[config.mk]
export PLATFORM = sky130hd
export DESIGN_NAME = kmouse_packet_engine
export DESIGN_NICKNAME = d
export VERILOG_FILES = /design/src/rtl/kmouse_packet_engine.sv
export SDC_FILE = /design/constraint.sdc
export NUM_CORES = 1
export LEC_CHECK = 0
export CAP_MARGIN = 20
export CORE_ASPECT_RATIO = 0.6
export CORE_MARGIN = 1.5
export CORE_UTILIZATION = 55
export DETAILED_ROUTE_END_ITERATION = 10
export PLACE_DENSITY = 0.8
export SETUP_SLACK_MARGIN = 0.05
export SLEW_MARGIN = 20
export SYNTH_ARGS = -nofsm -noshare
export SYNTH_HDL_FRONTEND = slang
export SYNTH_SLANG_ARGS = --single-unit
export TNS_END_PERCENT = 5
[constraint.sdc]
create_clock -name clk -period 4.6 [get_ports clk]
set_clock_uncertainty 0.2 [all_clocks]
set_input_delay 0.92 -clock clk [delete_from_list [all_inputs] [get_ports clk]]
set_output_delay 0.92 -clock clk [all_outputs]
set_load 0.005 [all_outputs]
[src/rtl/kmouse_packet_engine.sv]
// kmouse_packet_engine: PS/2 mouse packet assembler with X/Y/wheel tracking.
// Macro KMOUSE_WHEEL_EN adds 4-byte IntelliMouse packets and the wheel counter.
module kmouse_packet_engine #(
  parameter int          COORD_W     = 8,
  parameter int          SCALE_SHIFT = 0,
  parameter int          SATURATE    = 0,
  parameter logic [23:0] TIMEOUT     = 24'd500000
) (
  input  logic               clk,
  input  logic               rst,
  input  logic [7:0]         data,
  input  logic               data_valid,
  input  logic               wheel_mode,
  input  logic               coord_clear,
  output logic [COORD_W-1:0] kmouse_x,
  output logic [COORD_W-1:0] kmouse_y,
  output logic [7:0]         kmouse_buttons,
  output logic               packet_done,
  output logic [7:0]         err_count
);

`ifdef KMOUSE_WHEEL_EN
  typedef enum logic [1:0] {B0, B1, B2, B3} state_t;
`else
  typedef enum logic [1:0] {B0, B1, B2} state_t;
`endif

  state_t               r_state;
  logic [23:0]          r_idle;
  // {ovf_y, ovf_x, sign_y, sign_x, buttons[2:0]} of the header byte
  logic [6:0]           r_hdr;
  logic [7:0]           r_b1;
  logic [COORD_W-1:0]   r_x;
  logic [COORD_W-1:0]   r_y;
  logic [2:0]           r_btn;
  logic                 r_done;
  logic [7:0]           r_err;
  logic [3:0]           w_wheel_nib;

  state_t               w_st;
  logic                 w_timeout;
  logic                 w_sync_err;
  logic                 w_last;
  logic                 w_ovf;
  logic [7:0]           w_dy_byte;
  logic signed [COORD_W:0] w_dx;
  logic signed [COORD_W:0] w_dy;
  logic [1:0]           w_err_inc;
  logic [8:0]           w_err_sum;

  function automatic logic signed [COORD_W:0] f_delta(
    input logic s, input logic [7:0] b);
    logic signed [8:0] v;
    v = $signed({s, b}) >>> SCALE_SHIFT;
    return (COORD_W+1)'(v);
  endfunction

  function automatic logic [COORD_W-1:0] f_move(
    input logic [COORD_W-1:0] p, input logic signed [COORD_W:0] d);
    logic signed [COORD_W+1:0] s;
    s = $signed({2'b00, p}) + (COORD_W+2)'(d);
    if (SATURATE != 0) begin
      if (s < 0)
        return '0;
      if (s > $signed({2'b00, {COORD_W{1'b1}}}))
        return '1;
    end
    return s[COORD_W-1:0];
  endfunction

  // a timed-out packet is dropped and a coincident byte is seen from B0
  assign w_timeout  = (r_state != B0) && (r_idle == TIMEOUT - 24'd1);
  assign w_st       = w_timeout ? B0 : r_state;
  assign w_sync_err = data_valid && (w_st == B0) && !data[3];
  assign w_ovf      = r_hdr[6] | r_hdr[5];

`ifdef KMOUSE_WHEEL_EN
  logic       r_len4;
  logic [7:0] r_b2;
  logic [3:0] r_wheel;
  assign w_last = data_valid &&
    (((w_st == B2) && !r_len4) || (w_st == B3));
  assign w_dy_byte   = (w_st == B3) ? r_b2 : data;
  assign w_wheel_nib = r_wheel;

  // wheel packet length latch, third byte and wheel counter
  always_ff @(posedge clk) begin
    if (rst) begin
      r_len4  <= 1'b0;
      r_b2    <= '0;
      r_wheel <= '0;
    end else begin
      if (data_valid && (w_st == B0) && data[3])
        r_len4 <= wheel_mode;
      if (data_valid && (w_st == B2))
        r_b2 <= data;
      if (coord_clear)
        r_wheel <= '0;
      else if (w_last && (w_st == B3))
        r_wheel <= r_wheel + data[3:0];
    end
  end
`else
  logic w_unused_wheel_mode;
  assign w_unused_wheel_mode = wheel_mode;
  assign w_last      = data_valid && (w_st == B2);
  assign w_dy_byte   = data;
  assign w_wheel_nib = 4'hF;
`endif

  assign w_dx = w_ovf ? '0 : f_delta(r_hdr[3], r_b1);
  assign w_dy = w_ovf ? '0 : f_delta(r_hdr[4], w_dy_byte);

  assign w_err_inc = {1'b0, w_timeout} + {1'b0, w_sync_err} +
                     {1'b0, w_last & w_ovf};
  assign w_err_sum = {1'b0, r_err} + {7'd0, w_err_inc};

  // packet FSM, idle timer, position commit and error counter
  always_ff @(posedge clk) begin
    if (rst) begin
      r_state <= B0;
      r_idle  <= '0;
      r_hdr   <= '0;
      r_b1    <= '0;
      r_x     <= '0;
      r_y     <= '0;
      r_btn   <= 3'b111;
      r_done  <= 1'b0;
      r_err   <= '0;
    end else begin
      r_done <= 1'b0;
      r_err  <= w_err_sum[8] ? 8'hFF : w_err_sum[7:0];
      if (data_valid || w_timeout || (r_state == B0))
        r_idle <= '0;
      else
        r_idle <= r_idle + 24'd1;
      if (w_timeout)
        r_state <= B0;
      if (data_valid) begin
        unique case (w_st)
          B0: if (data[3]) begin
            r_hdr   <= {data[7:4], data[2:0]};
            r_state <= B1;
          end
          B1: begin
            r_b1    <= data;
            r_state <= B2;
          end
`ifdef KMOUSE_WHEEL_EN
          B2: r_state <= r_len4 ? B3 : B0;
          B3: r_state <= B0;
`else
          B2: r_state <= B0;
`endif
          default: r_state <= B0;
        endcase
      end
      if (w_last) begin
        r_x    <= f_move(r_x, w_dx);
        r_y    <= f_move(r_y, w_dy);
        r_btn  <= ~r_hdr[2:0];
        r_done <= 1'b1;
      end
      if (coord_clear) begin
        r_x <= '0;
        r_y <= '0;
      end
    end
  end

  assign kmouse_x       = r_x;
  assign kmouse_y       = r_y;
  assign kmouse_buttons = {w_wheel_nib, 1'b1, r_btn};
  assign packet_done    = r_done;
  assign err_count      = r_err;

endmodule

==> results.md <==
* Post-synthesis cell type count at 50
* Reg power frac at 50.2%
* Synth-to-layout area growth at 18.5%
* Slew @ Worst Pin at a little over 0.8 ns
* Clock root buffer: clkbuf_8
* Setup_tns at 0 ns
* Initial antenna violation count at 0
* Final slew viol count at 0
* Hold path cells at 1
* IO Port Bufs at 39
* EDFF count, synth at 0
* Comb pwr share at between 6 and 7%
* Fraction of registers with async set/reset at 0%
* DRC at 0
* Leak at approximately 0.0016 µW
* Largest net degree at the start of global routing at 32
* Critical path launch point type: register
* WL/cell at around 14 µm
* # rows at 22
* Register clock-pin slew on the reported worst setup and hold paths at ~0.08 ns
* Num ports at 46
* Nets at roughly 470
* # resized after CTS at 0
* CP max FO at 8
* Worst skew pair latency at about 0.34 ns
* Commonest non-fill, non-tap cell in the layout: dfxtp_1
* Die Footprint at about 6700 µm²
* Layout cell share with drive strength beyond 1 at approximately 5.8%
* Synthesized area at 3430 µm²
* Sequential area share after synthesis at about two fifths
* Total Routing Usage GR at a little under a quarter
* Post-Place Worst Slack at 0.749 ns
* Cells after Synth at approximately 400
* Global-route wire length before repair at 12,100 µm
* GPL Wtd Cong at between 0.8 and 0.9
* RSZ-0062 raised after global routing: no
* Final hold vios at 0
* Antenna fix cells at 0
* DR vias/cell at roughly 5.3
* Final setup margin at ~1.1 ns
* Vias in the first global route at 2,479
* Synthesized flop and latch total at 67
* Die Span Y at 64.2 µm
* Int Pwr at roughly 900 µW
* Critical path class: register to register
* Starting DRT DRC Count at around 170
* Synth Warn # at 0
* Required time worst endpoint at ~4.7 ns
* Clock power frac at between 40 and 50%
* Cts hold-fix bufs at 0
* Pwr/cell area at slightly below 300 nW/µm²
* Clock Path Buffers at 2
* Post-CTS Setup Repair Bufs at 0
* Initial core utilization at between 50 and 60%
* Sw Pwr at approximately 280 µW
* Maximum clock frequency at 0.282 GHz
* Post-route ant nets at 0
* Worst slew margin at 45.2%
* CTS tree: built
* Global route overflow at 0
* Status: complete, no violations
* Net Sw Frac at around a quarter
* CTS H-tree depth at 3
* Vias at ~2,800
* Most frequent cells in the layout: dfxtp_1 (67), nor2_1 (63), clkdlybuf4s50_1 (39), nand2_1 (38), a21oi_1 (25)
* Area of the core at 6060 µm²
* Num CTS Buffers at 9
* Final WL at 7230 µm
* Num Clock Sinks at 67
* Tcrit/Tclk final at 77.0%
* CP Data Arrival Time at ~3.6 ns
* Die W at 105 µm
* Pre-Repair DR Iteration Count at 4
* Syn Area/Cell at approximately 8.6 µm²
* Hold Slack at around 0.25 ns
* Post-route minimum period at about 3.5 ns
* Max VDD drop at approximately 0.00015 V
* Setup-failing EPs final at 0
* FF-to-FF path depth at 13
* Worst setup EP type: register
* Min-Delay Path Class: register to register
* Ys flop type: dfxtp_1
* Max-cap violations at 0
* Dpl hpwl at 5110 µm
[cell type report]
class                   count  area (µm²)
clock buffers              11         151
clock inverters             5        61.3
fillers                   506        1990
inverters                  20        75.1
multi-input cells         301        1930
flip-flops and latches     67        1340
well taps                  84         105
repair buffers             41         405
[routing by layer]
layer | vias to the layer above | global-route usage [%] | share of wire (%)
met5 | - | 0 | 0
met4 | 0 | 8.05 | 1.4
met3 | 11 | 6.63 | 5.7
met2 | 71 | 31.9 | 40
met1 | 1284 | 34.0 | 53
li1 | 1426 | - | -
[worst max-delay path, stage by stage, from the launching register on]
cell and delay (ns):
dfxtp_1 0.35, ha_1 0.24, and4_1 0.25, nand4_1 0.19
nor4_4 0.37, nor2_1 0.12, o21ai_0 0.13, fa_1 0.46
inv_1 0.08, ha_1 0.18, fa_1 0.23, nand2_1 0.08
or3_1 0.46, a21oi_1 0.17
[cells in the mapped netlist, types with 4 or more instances]
cell type	number	area (µm²)
a21oi_1	25	125
and2_1	12	75.1
buf_2	4	20.0
buf_4	7	52.6
clkbuf_1	4	15.0
dfxtp_1	67	1340
fa_1	4	80.1
ha_1	17	213
inv_1	20	75.1
mux2i_1	14	140
nand2_1	38	143
nand3_1	13	65.1
nand3b_1	4	30.0
nand4_1	7	43.8
nor2_1	63	236
nor3_1	8	40.0
o21a_1	4	30.0
o21ai_0	11	55.1
or3_1	6	37.5
xnor2_1	20	175
xor2_1	10	87.6
[worst paths after layout]
kind	startpoint	endpoint	slack, ns
setup / recovery	r_idle[0]	err_count[0]	1.06
setup reg to reg	r_idle[0]	err_count[0]	1.06
hold / removal	r_idle[0]	r_idle[0]	0.25
hold reg to reg	r_idle[0]	r_idle[0]	0.25
[state kept, by name, summed over array words and instances (netlist names)]
signal / flops
err_count: 8
packet_done: 1
r_idle: 24
r_b1: 8
kmouse_y: 8
kmouse_x: 8
r_state: 2
r_hdr: 5
r_btn: 3
[cell families after synthesis]
group	after synthesis	synth area share (%)
compound gates	57	10.1
xor+xnor	30	7.66
fa+ha+maj	21	8.53
buf+inv	37	5.18
flops	67	39.1
mux	14	4.08
other cells	1	0.109
simple gates	174	25.3
[power groups by stage]
stage	Combinational, µW	Clock (µW)	Sequential (µW)
floorplan	52.7	0	604
global placement	74.6	0	605
detailed placement	76.8	0	605
CTS	77.6	518	591
global route	87.1	539	592
finish	78.0	509	592
[through the flow]
step           cells  cell area [µm²]  utilization, %  total power [µW]
3_5_place_dp     513             3850            63.7               682
3_3_place_gp     513             3850            63.7               679
4_1_cts          529             4070            67.2              1190
5_1_grt          529             4070            67.2              1220
2_1_floorplan    405             3450               -               657
6_report         529             4070            67.2              1180
(Power assumes the default switching activity.)
